`src/rtl/scan_pkg.sv`:
```
// Shared definitions for the scan sequencer: channel geometry, dwell width
// default and FSM state encoding.
package scan_pkg;

  localparam int unsigned NUM_CH      = 8;
  localparam int unsigned SEL_W       = 3;
  localparam int unsigned DWELL_W_DEF = 8;

  typedef logic [1:0] state_t;

  localparam state_t IDLE  = 2'd0;
  localparam state_t DWELL = 2'd1;
  localparam state_t DONE  = 2'd2;

endpackage

```
`src/rtl/scan_sequencer_if.sv`:
```
// Control/status bundle of the scan sequencer. The mask signal exists only
// when SCAN_MASK_EN is defined.
interface scan_sequencer_if #(
  parameter int unsigned DWELL_W = scan_pkg::DWELL_W_DEF
);
  import scan_pkg::*;

  logic               start;
  logic               stop;
  logic               mode;
  logic [DWELL_W-1:0] dwell;
`ifdef SCAN_MASK_EN
  logic [NUM_CH-1:0]  mask;
`endif
  logic [SEL_W-1:0]   data;
  logic               en;
  logic               busy;
  logic               done;
  logic               wrap;

  // Controller side: issues commands, observes the decoder select.
  modport master (
    output start, stop, mode, dwell,
`ifdef SCAN_MASK_EN
    output mask,
`endif
    input  data, en, busy, done, wrap
  );

  // Sequencer side.
  modport slave (
    input  start, stop, mode, dwell,
`ifdef SCAN_MASK_EN
    input  mask,
`endif
    output data, en, busy, done, wrap
  );

endinterface

```
`src/rtl/scan_next_ch.sv`:
```
// Next-channel lookup. With SCAN_MASK_EN it finds the next unmasked channel
// above cur_i (wrapping to the lowest unmasked one), the lowest unmasked
// channel, and whether any channel is unmasked. Without the macro it is a
// plain increment and a test for the top channel.
module scan_next_ch
  import scan_pkg::*;
(
`ifdef SCAN_MASK_EN
  input  logic [NUM_CH-1:0] mask_i,
`endif
  input  logic [SEL_W-1:0]  cur_i,
  output logic [SEL_W-1:0]  nxt_o,
  output logic [SEL_W-1:0]  first_o,
  output logic              last_o,
  output logic              any_o
);

`ifdef SCAN_MASK_EN
  // Descending scans so the lowest qualifying channel is written last and wins.
  always_comb begin
    first_o = '0;
    any_o   = 1'b0;
    for (int i = NUM_CH - 1; i >= 0; i--) begin
      if (!mask_i[i]) begin
        first_o = SEL_W'(i);
        any_o   = 1'b1;
      end
    end
    nxt_o  = first_o;
    last_o = 1'b1;
    for (int i = NUM_CH - 1; i >= 0; i--) begin
      if (!mask_i[i] && (i > int'(cur_i))) begin
        nxt_o  = SEL_W'(i);
        last_o = 1'b0;
      end
    end
  end
`else
  // Every channel is visited: step by one, last is the top channel.
  always_comb begin
    nxt_o   = cur_i + SEL_W'(1);
    first_o = '0;
    last_o  = (cur_i == SEL_W'(NUM_CH - 1));
    any_o   = 1'b1;
  end
`endif

endmodule

```
`src/rtl/scan_sequencer.sv`:
```
// Channel scan sequencer: drives a 3-to-8 decoder select through channels in
// ascending order, holding each for dwell+1 cycles, in single or continuous
// mode. Define SCAN_MASK_EN to add a per-channel skip mask.
module scan_sequencer
  import scan_pkg::*;
#(
  parameter int unsigned DWELL_W = DWELL_W_DEF
) (
  input  logic             clk,
  input  logic             rst,
  scan_sequencer_if.slave  bus
);

  state_t             state_q, state_d;
  logic [SEL_W-1:0]   data_q, data_d;
  logic               en_q, en_d;
  logic               busy_q, busy_d;
  logic               done_q, done_d;
  logic               wrap_q, wrap_d;
  logic [DWELL_W-1:0] cnt_q, cnt_d;
  logic [DWELL_W-1:0] dwell_q, dwell_d;
  logic               mode_q, mode_d;

  logic [SEL_W-1:0]   nxt_ch;
  logic [SEL_W-1:0]   first_ch;
  logic               is_last;
  logic               any_ch;

`ifdef SCAN_MASK_EN
  logic [NUM_CH-1:0]  mask_q, mask_d;
  logic [NUM_CH-1:0]  mask_sel;

  // In IDLE the live mask picks the first channel; mid-sweep the captured one rules.
  always_comb begin
    mask_sel = (state_q == IDLE) ? bus.mask : mask_q;
  end
`endif

  scan_next_ch u_next_ch (
`ifdef SCAN_MASK_EN
    .mask_i  (mask_sel),
`endif
    .cur_i   (data_q),
    .nxt_o   (nxt_ch),
    .first_o (first_ch),
    .last_o  (is_last),
    .any_o   (any_ch)
  );

  // Next-state and registered-output computation.
  always_comb begin
    state_d = state_q;
    data_d  = data_q;
    en_d    = en_q;
    busy_d  = busy_q;
    done_d  = 1'b0;
    wrap_d  = 1'b0;
    cnt_d   = cnt_q;
    dwell_d = dwell_q;
    mode_d  = mode_q;
`ifdef SCAN_MASK_EN
    mask_d  = mask_q;
`endif
    unique case (state_q)
      IDLE: begin
        en_d   = 1'b0;
        busy_d = 1'b0;
        // stop wins over start; an all-masked start is dropped.
        if (bus.start && !bus.stop && any_ch) begin
          state_d = DWELL;
          data_d  = first_ch;
          en_d    = 1'b1;
          busy_d  = 1'b1;
          cnt_d   = bus.dwell;
          dwell_d = bus.dwell;
          mode_d  = bus.mode;
`ifdef SCAN_MASK_EN
          mask_d  = bus.mask;
`endif
        end
      end
      DWELL: begin
        if (bus.stop) begin
          state_d = IDLE;
          en_d    = 1'b0;
          busy_d  = 1'b0;
        end else if (cnt_q == '0) begin
          cnt_d = dwell_q;
          if (!is_last) begin
            data_d = nxt_ch;
          end else if (mode_q) begin
            data_d = first_ch;
            wrap_d = 1'b1;
          end else begin
            state_d = DONE;
            en_d    = 1'b0;
            done_d  = 1'b1;
          end
        end else begin
          cnt_d = cnt_q - DWELL_W'(1);
        end
      end
      DONE: begin
        state_d = IDLE;
        en_d    = 1'b0;
        busy_d  = 1'b0;
      end
      default: begin
        state_d = IDLE;
        en_d    = 1'b0;
        busy_d  = 1'b0;
      end
    endcase
  end

  // State and output registers, cleared asynchronously.
  always_ff @(posedge clk or posedge rst) begin
    if (rst) begin
      state_q <= IDLE;
      data_q  <= '0;
      en_q    <= 1'b0;
      busy_q  <= 1'b0;
      done_q  <= 1'b0;
      wrap_q  <= 1'b0;
      cnt_q   <= '0;
      dwell_q <= '0;
      mode_q  <= 1'b0;
`ifdef SCAN_MASK_EN
      mask_q  <= '0;
`endif
    end else begin
      state_q <= state_d;
      data_q  <= data_d;
      en_q    <= en_d;
      busy_q  <= busy_d;
      done_q  <= done_d;
      wrap_q  <= wrap_d;
      cnt_q   <= cnt_d;
      dwell_q <= dwell_d;
      mode_q  <= mode_d;
`ifdef SCAN_MASK_EN
      mask_q  <= mask_d;
`endif
    end
  end

  assign bus.data = data_q;
  assign bus.en   = en_q;
  assign bus.busy = busy_q;
  assign bus.done = done_q;
  assign bus.wrap = wrap_q;

endmodule
```
`src/flat_wrapper.sv`:
```
// flat-port wrapper written by rule: the top's interface ports become plain ports
module scan_sequencer_flat import scan_pkg::*;
#(
  parameter int unsigned DWELL_W = DWELL_W_DEF
)
  (clk, rst, bus_start, bus_stop, bus_mode, bus_dwell, bus_data, bus_en, bus_busy, bus_done, bus_wrap);
  scan_sequencer_if #(.DWELL_W(DWELL_W)) bus_i ();
  input  logic clk;
  input  logic rst;
  input wire logic [$bits(bus_i.start)-1:0] bus_start;
  input wire logic [$bits(bus_i.stop)-1:0] bus_stop;
  input wire logic [$bits(bus_i.mode)-1:0] bus_mode;
  input wire logic [$bits(bus_i.dwell)-1:0] bus_dwell;
  output wire logic [$bits(bus_i.data)-1:0] bus_data;
  output wire logic [$bits(bus_i.en)-1:0] bus_en;
  output wire logic [$bits(bus_i.busy)-1:0] bus_busy;
  output wire logic [$bits(bus_i.done)-1:0] bus_done;
  output wire logic [$bits(bus_i.wrap)-1:0] bus_wrap;
  assign bus_i.start = bus_start;
  assign bus_i.stop = bus_stop;
  assign bus_i.mode = bus_mode;
  assign bus_i.dwell = bus_dwell;
  assign bus_data = bus_i.data;
  assign bus_en = bus_i.en;
  assign bus_busy = bus_i.busy;
  assign bus_done = bus_i.done;
  assign bus_wrap = bus_i.wrap;
  scan_sequencer #(.DWELL_W(DWELL_W)) u_core (.clk(clk), .rst(rst), .bus(bus_i));
endmodule
```
`config.mk`:
```
export PLATFORM = sky130hd
export DESIGN_NAME = scan_sequencer_flat
export DESIGN_NICKNAME = d
export VERILOG_FILES = /design/src/rtl/scan_pkg.sv /design/src/rtl/scan_sequencer_if.sv /design/src/rtl/scan_next_ch.sv /design/src/rtl/scan_sequencer.sv /design/src/flat_wrapper.sv
export SDC_FILE = /design/constraint.sdc
export NUM_CORES = 1
export LEC_CHECK = 0
export BUFFER_PORTS_ARGS = -buffer_cell sky130_fd_sc_hd__buf_4
export CAP_MARGIN = 25
export CORE_ASPECT_RATIO = 1.4
export CORE_MARGIN = 2
export CORE_UTILIZATION = 55
export CTS_CLUSTER_SIZE = 24
export DETAILED_ROUTE_END_ITERATION = 8
export PLACE_DENSITY = 0.8
export SYNTH_ARGS = -nofsm -noshare
export SYNTH_HDL_FRONTEND = slang
export SYNTH_SLANG_ARGS = --single-unit
```
`constraint.sdc`:
```
create_clock -name clk -period 2.4 [get_ports clk]
set_clock_uncertainty 0.2 [all_clocks]
set_input_delay 0.48 -clock clk [delete_from_list [all_inputs] [get_ports clk]]
set_output_delay 0.48 -clock clk [all_outputs]
set_load 0.01 [all_outputs]
```
==> impl_summary.txt, run 1 <==
----------------------------------------------------
[Cells and area]
  Fraction of final layout cells with drive strength greater than 1 ... 23.9%
  Area occupied by multi-input gates ... 674 sq um
  Total inserted antenna cells ... 0
  Area added between synthesis and finish ... 16.3%
  Register Area ... 651 sq um
  Final net count ... 181
  Filler instances ... 206

[Timing]
  Final Max Slew Viols ... 0
  RSZ-0062 raised after global routing ... no
  Final worst-path cycle share ... 91.8%
  Slew Limit Headroom ... 54.8%
  # setup viols final ... 0
  Worst slew pin tran ... 0.673 ns
  Maximum achievable frequency ... 0.454 GHz
  Final Critical Period ... 2.20 ns
  Final hold violation count ... 0
  Final TNS setup ... 0 ns
  Worst Hold Slack ... 0.124 ns

[Yosys]
  Number of library cell types mapped by synthesis ... 41
  Top FF cell, synth ... dfrtp_1
  Count of flip-flops with a built-in enable after synthesis ... 0
  Mapped Nets ... 157
  Number of instances in the synthesized netlist ... 140
  Combined area of all synthesized cells ... 0.00137 sq mm
  Sequential-to-total area share from yosys stat ... 47.5%
  Yosys warnings ... 0
  Share of synthesized registers carrying an async set or reset ... 100%
  Syn avg cell area ... 9.79 sq um
  Flops & latches, synth ... 26

[Critical path]
  WP data required ... 2.40 ns
  CP Class ... reg -> reg
  Peak fanout along the critical path ... 8
  Crit path capture type ... flop
  Data arrival, critical path ... 2.20 ns
  Critical Path Source Type ... flop

[Clock tree]
  Clock tree from TritonCTS ... yes
  Worst-path clk slew ... 0.14 ns
  Number of buffers between clock root and the deepest sink ... 2
  Clock latency on the worst-skew pair ... 0.34 ns
  Hold buffer count at cts ... 1
  Resized Gates After CTS ... 0
  H-tree depth reported by CTS ... 1
  Cts bufs inserted ... 3
  Setup repair bufs after CTS ... 0
  Clock net sink count ... 26
  Clock Root Buffer ... clkbuf_4

[Flow run]
  Max-cap check violation count ... 0

[Route]
  Drt drc ... 0
  Pre-Repair DR Iteration Count ... 6
  Per-cell via count in the routed design ... 5.88
  Post-detailed-route wirelength per cell ... 15.5 microns
  Routed Antenna Nets ... 0
  Total via count after detailed routing ... 1,159
  Routed WL ... 3060 microns
  Number of DRC violations after detailed-routing iteration 0 ... 22

[GRT]
  Routing usage on met1 ... 32.3%
  GRT Total Usage ... 24.3%
  GR met2 Demand/Resource ... 37.3%
  Met3 global-route usage ... 3.44%
  Initial antenna violation count ... 0
  Largest net degree at the start of global routing ... 27
  Overall overflow remaining after global route ... 0
  Most Crowded Layer GR ... met2
  Via count of the first global-routing pass ... 1,137
  First-pass GRT wire length ... 5170 microns

[Floorplan]
  Number of I/O pins ... 20
  Core area ... 0.00239 sq mm
  Die Y-Extent ... 63.1 microns
  Initial standard-cell utilization of the core ... 57.3%
  Number of rows in the core area ... 21
  Die Area ... 0.00291 sq mm
  Width of the chip ... 46.2 microns

[Placed design]
  Count of buffers inserted at the top-level ports ... 19
  Routability cong. ... 0.879
  Dpl hpwl ... 2210 microns

[Power]
  Overall power after layout ... 1.20 mW
  Power density cells ... 753 mW/mm^2
  Worst IR drop on VDD ... 0.000481 V
  LEAKAGE ... 0.764 nW

[Hold path]
  Classification of the worst-slack hold path ... in -> reg

[Outcome]
  Result of the run ... finished, final reports clean

----------------------------------------------------
## metal layers
metal / vias up / share of wire (%)
met1: 582 / 43
met4: 0 / 3.0
met2: 20 / 52
li1: 550 / -
met5: - / 0
met3: 7 / 2.8
## cell type report
cell class | instances | share of cell area (%)
Multi-Input combinational cell | 106 | 42.3
Sequential cell | 26 | 40.8
Timing Repair Buffer | 23 | 11.0
Tap cell | 34 | 2.67
Clock buffer | 4 | 2.28
Inverter | 4 | 0.942
## final timing paths
kind	startpoint	end	slack, ns	depth (start not counted)
max	u_core.cnt_q[0]	u_core.bus.en	0.20	6
min	bus_mode	u_core.mode_q	0.12	3
max reg2reg	u_core.cnt_q[0]	u_core.bus.en	0.20	6
min reg2reg	u_core.dwell_q[3]	u_core.dwell_q[3]	0.30	2
max in group asynchronous	rst	u_core.dwell_q[4]	1.21	4
min in group asynchronous	rst	u_core.bus.en	0.54	4
## sequential cells by signal (all words and copies together), names as in the netlist
register / cells
u_core.state_q: 2
u_core.bus.done: 1
u_core.bus.data: 3
u_core.mode_q: 1
u_core.bus.busy: 1
u_core.cnt_q: 8
u_core.bus.en: 1
u_core.bus.wrap: 1
u_core.dwell_q: 8
## cells in the mapped netlist, types with 3 or more instances
master	n	share of area, %
nand2_1	29	7.9
dfrtp_1	26	47
nor2_1	10	2.7
o21ai_0	9	3.3
a21oi_1	6	2.2
nor3_1	6	2.2
ha_1	4	3.7
inv_1	4	1.1
nor2b_1	3	1.4
nor4_1	3	1.4
## critical path, cell delays in order, from the launching register on
cell and delay (ns):
dfrtp_1 0.47, inv_1 0.13, ha_1 0.20, nor4b_4 0.34
nand2_1 0.29, o21ai_0 0.31, o21ai_0 0.13
## power breakdown
part           switching (mW)  total (mW)  internal, mW
clock network           0.138       0.231        0.0933
registers              0.0951       0.605         0.510
logic                   0.189       0.364         0.175
total                   0.421        1.20         0.779
## logic make-up (layout without fill, tap and decap cells)
family	Yosys count	in the layout	synth area share (%)
and+or+nand+nor	66	66	25.5
muxes	4	4	3.10
adders and majority gates	4	4	3.65
AOI/OAI and AO/OA	32	32	17.0
DFF	26	26	47.5
buffers and inverters	8	31	3.29
## through the flow
step	setup WS, ns	std cells	util, %	instance area (sq um)
floorplan	0.549	140	-	1370
global placement	0.379	192	64.7	1550
detailed placement	0.239	192	64.7	1550
CTS	0.208	197	66.7	1590
global route	0.0209	197	66.7	1590
finish	0.197	197	66.7	1590
## cell usage in the layout (no fill, tap or decap), drive strengths merged, types with 2 or more instances in the layout
| master | instances |
|---|---|
| nor2 | 12 |
| o221ai | 2 |
| nor4b | 2 |
| nand2 | 29 |
| nor4 | 3 |
| ha | 4 |
| o311ai | 2 |
| mux2 | 2 |
| dfrtp | 26 |
| inv | 4 |
| buf | 22 |
| nand3b | 2 |
| nand2b | 2 |
| nor2b | 3 |
| clkbuf | 4 |
| nor3 | 6 |
| mux2i | 2 |
| a21oi | 6 |
| a32o | 2 |
| o21ai | 10 |
| a22oi | 2 |
No activity file was read; power rests on OpenSTA's default activity.
==> run 2, diff against run 1 <==
--- a/config.mk
+++ b/config.mk
@@ -13,6 +13,7 @@
 export CTS_CLUSTER_SIZE = 24
 export DETAILED_ROUTE_END_ITERATION = 8
 export PLACE_DENSITY = 0.8
+export SETUP_SLACK_MARGIN = 0.5
 export SYNTH_ARGS = -nofsm -noshare
 export SYNTH_HDL_FRONTEND = slang
 export SYNTH_SLANG_ARGS = --single-unit
==> run 2 against run 1 <==
Effect of this change:
- via count is 2.6% higher
- fmax rose by 16%
- global-route usage increased by 0.41 points
- count of clock-buffer cells in the layout unchanged
- non-clock buffer count up 6
- first-iteration DRC count is 4.5% higher
- power is 5.8% higher
- clock power hardly changed
- largest cell class unchanged
==> impl_summary.txt, run 2 (same netlist as run 1, synthesis figures left out) <==
----------------------------------------------------
[Cells and area]
  Fraction of final layout cells with drive strength greater than 1 ... 29.6%
  Area occupied by multi-input gates ... 702 sq um
  Total inserted antenna cells ... 0
  Final standard cell utilization of the core ... 69.7%
  Register Area ... 651 sq um
  Filler instances ... 191
  Final standard cell area without fillers ... 0.00167 sq mm
  Final instance count without filler cells ... 203
  Final net count ... 187
  Area added between synthesis and finish ... 21.6%
  Commonest cells after routing, fill and taps aside ... nand2_1 (28), buf_4 (28), dfrtp_1 (26), nor2_1 (10)

[Clock tree]
  Clock net sink count ... 26
  Clock tree from TritonCTS ... yes
  Worst-path clk slew ... 0.14 ns
  Clock Root Buffer ... clkbuf_4
  Cts bufs inserted ... 3
  Clock latency on the worst-skew pair ... 0.34 ns
  H-tree depth reported by CTS ... 1
  Number of buffers between clock root and the deepest sink ... 2

[GRT]
  Most Crowded Layer GR ... met2
  Overall overflow remaining after global route ... 0
  Initial antenna violation count ... 0
  Routing usage on met1 ... 32.8%
  GRT Total Usage ... 24.7%
  Largest net degree at the start of global routing ... 27
  Via count of the first global-routing pass ... 1,165
  Met3 global-route usage ... 3.44%
  GR met2 Demand/Resource ... 38.2%
  First-pass GRT wire length ... 5250 microns

[Critical path]
  CP Class ... reg -> reg
  Crit path capture type ... flop
  Data arrival, critical path ... 1.97 ns
  Critical Path Source Type ... flop
  Peak fanout along the critical path ... 4
  WP data required ... 2.47 ns

[Floorplan]
  Die Y-Extent ... 63.1 microns
  Width of the chip ... 46.2 microns
  Die Area ... 0.00291 sq mm
  Number of rows in the core area ... 21
  Initial standard-cell utilization of the core ... 57.3%
  Number of I/O pins ... 20
  Core area ... 0.00239 sq mm

[Power]
  Worst IR drop on VDD ... 0.000528 V
  Overall power after layout ... 1.27 mW
  LEAKAGE ... 0.798 nW
  Power density cells ... 761 mW/mm^2

[Timing]
  Final worst-path cycle share ... 79.3%
  Worst slew pin tran ... 0.661 ns
  Worst Hold Slack ... 0.123 ns
  Final TNS setup ... 0 ns
  Setup slack after layout ... 0.496 ns
  Final Max Slew Viols ... 0
  Final hold violation count ... 0
  Final Critical Period ... 1.90 ns
  # setup viols final ... 0
  RSZ-0062 raised after global routing ... yes
  Maximum achievable frequency ... 0.525 GHz
  Slew Limit Headroom ... 55.6%

[Route]
  Total via count after detailed routing ... 1,189
  Routed Antenna Nets ... 0
  Per-cell via count in the routed design ... 5.86
  Number of DRC violations after detailed-routing iteration 0 ... 23
  Drt drc ... 0
  Pre-Repair DR Iteration Count ... 5
  Routed WL ... 3180 microns
  Post-detailed-route wirelength per cell ... 15.7 microns

[Flow run]
  Max-cap check violation count ... 0

[Hold path]
  Classification of the worst-slack hold path ... in -> reg

[Placed design]
  Place WS ... 0.239 ns
  Area post-placement ... 0.00155 sq mm
  Routability cong. ... 0.879
  Count of buffers inserted at the top-level ports ... 19
  Dpl hpwl ... 2210 microns
  Post-Place Cells ... 192

[Outcome]
  Result of the run ... finished, final reports clean

----------------------------------------------------
[run 2: path summary, 6_finish.rpt]
path	endpoint	cells past startpoint	from	slack, ns
worst max-delay path	u_core.cnt_q[0]	6	u_core.cnt_q[0]	0.50
max in group asynchronous	u_core.dwell_q[4]	4	rst	1.21
worst min register to register	u_core.dwell_q[3]	2	u_core.dwell_q[3]	0.30
worst min-delay path	u_core.mode_q	3	bus_mode	0.12
min in group asynchronous	u_core.dwell_q[0]	4	rst	0.54
worst max register to register	u_core.cnt_q[0]	6	u_core.cnt_q[0]	0.50
[run 2: final cells by class]
cell class / instances / area share (%)
clock buffer: 4 / 2.18
inverter: 4 / 0.901
multi-input combinational: 106 / 42.1
sequential: 26 / 39.0
tap: 34 / 2.55
timing repair buffer: 29 / 13.2
[run 2: repair_timing]
item / CTS / global route
pin swaps: 2 / 3
buffers inserted: 4 / 2
hold buffers: 1 / 0
hold endpoints to repair: 26 / 0
gates resized for setup: 9 / 2
endpoints found under the setup margin: 13 / 10
[run 2: where the power goes]
| part | internal [mW] | total [mW] | leakage [nW] | switching, mW |
|---|---|---|---|---|
| clock | 0.0932 | 0.231 | 0.0210 | 0.138 |
| combinational | 0.218 | 0.440 | 0.445 | 0.222 |
| sequential | 0.510 | 0.597 | 0.332 | 0.0874 |
| total | 0.822 | 1.27 | 0.798 | 0.447 |
[run 2: metal layers]
metal / routed length, microns / up-vias
met5: 0 / -
met4: 89 / 0
met3: 121 / 7
met1: 1360 / 586
met2: 1610 / 35
li1: - / 561
[run 2: critical path, cell delays in order, from the launching register on]
cell      delay (ns)
dfrtp_1         0.42
inv_2           0.11
ha_4            0.15
or4b_4          0.51
nor2_4          0.14
a221oi_1        0.10
a21oi_1         0.21
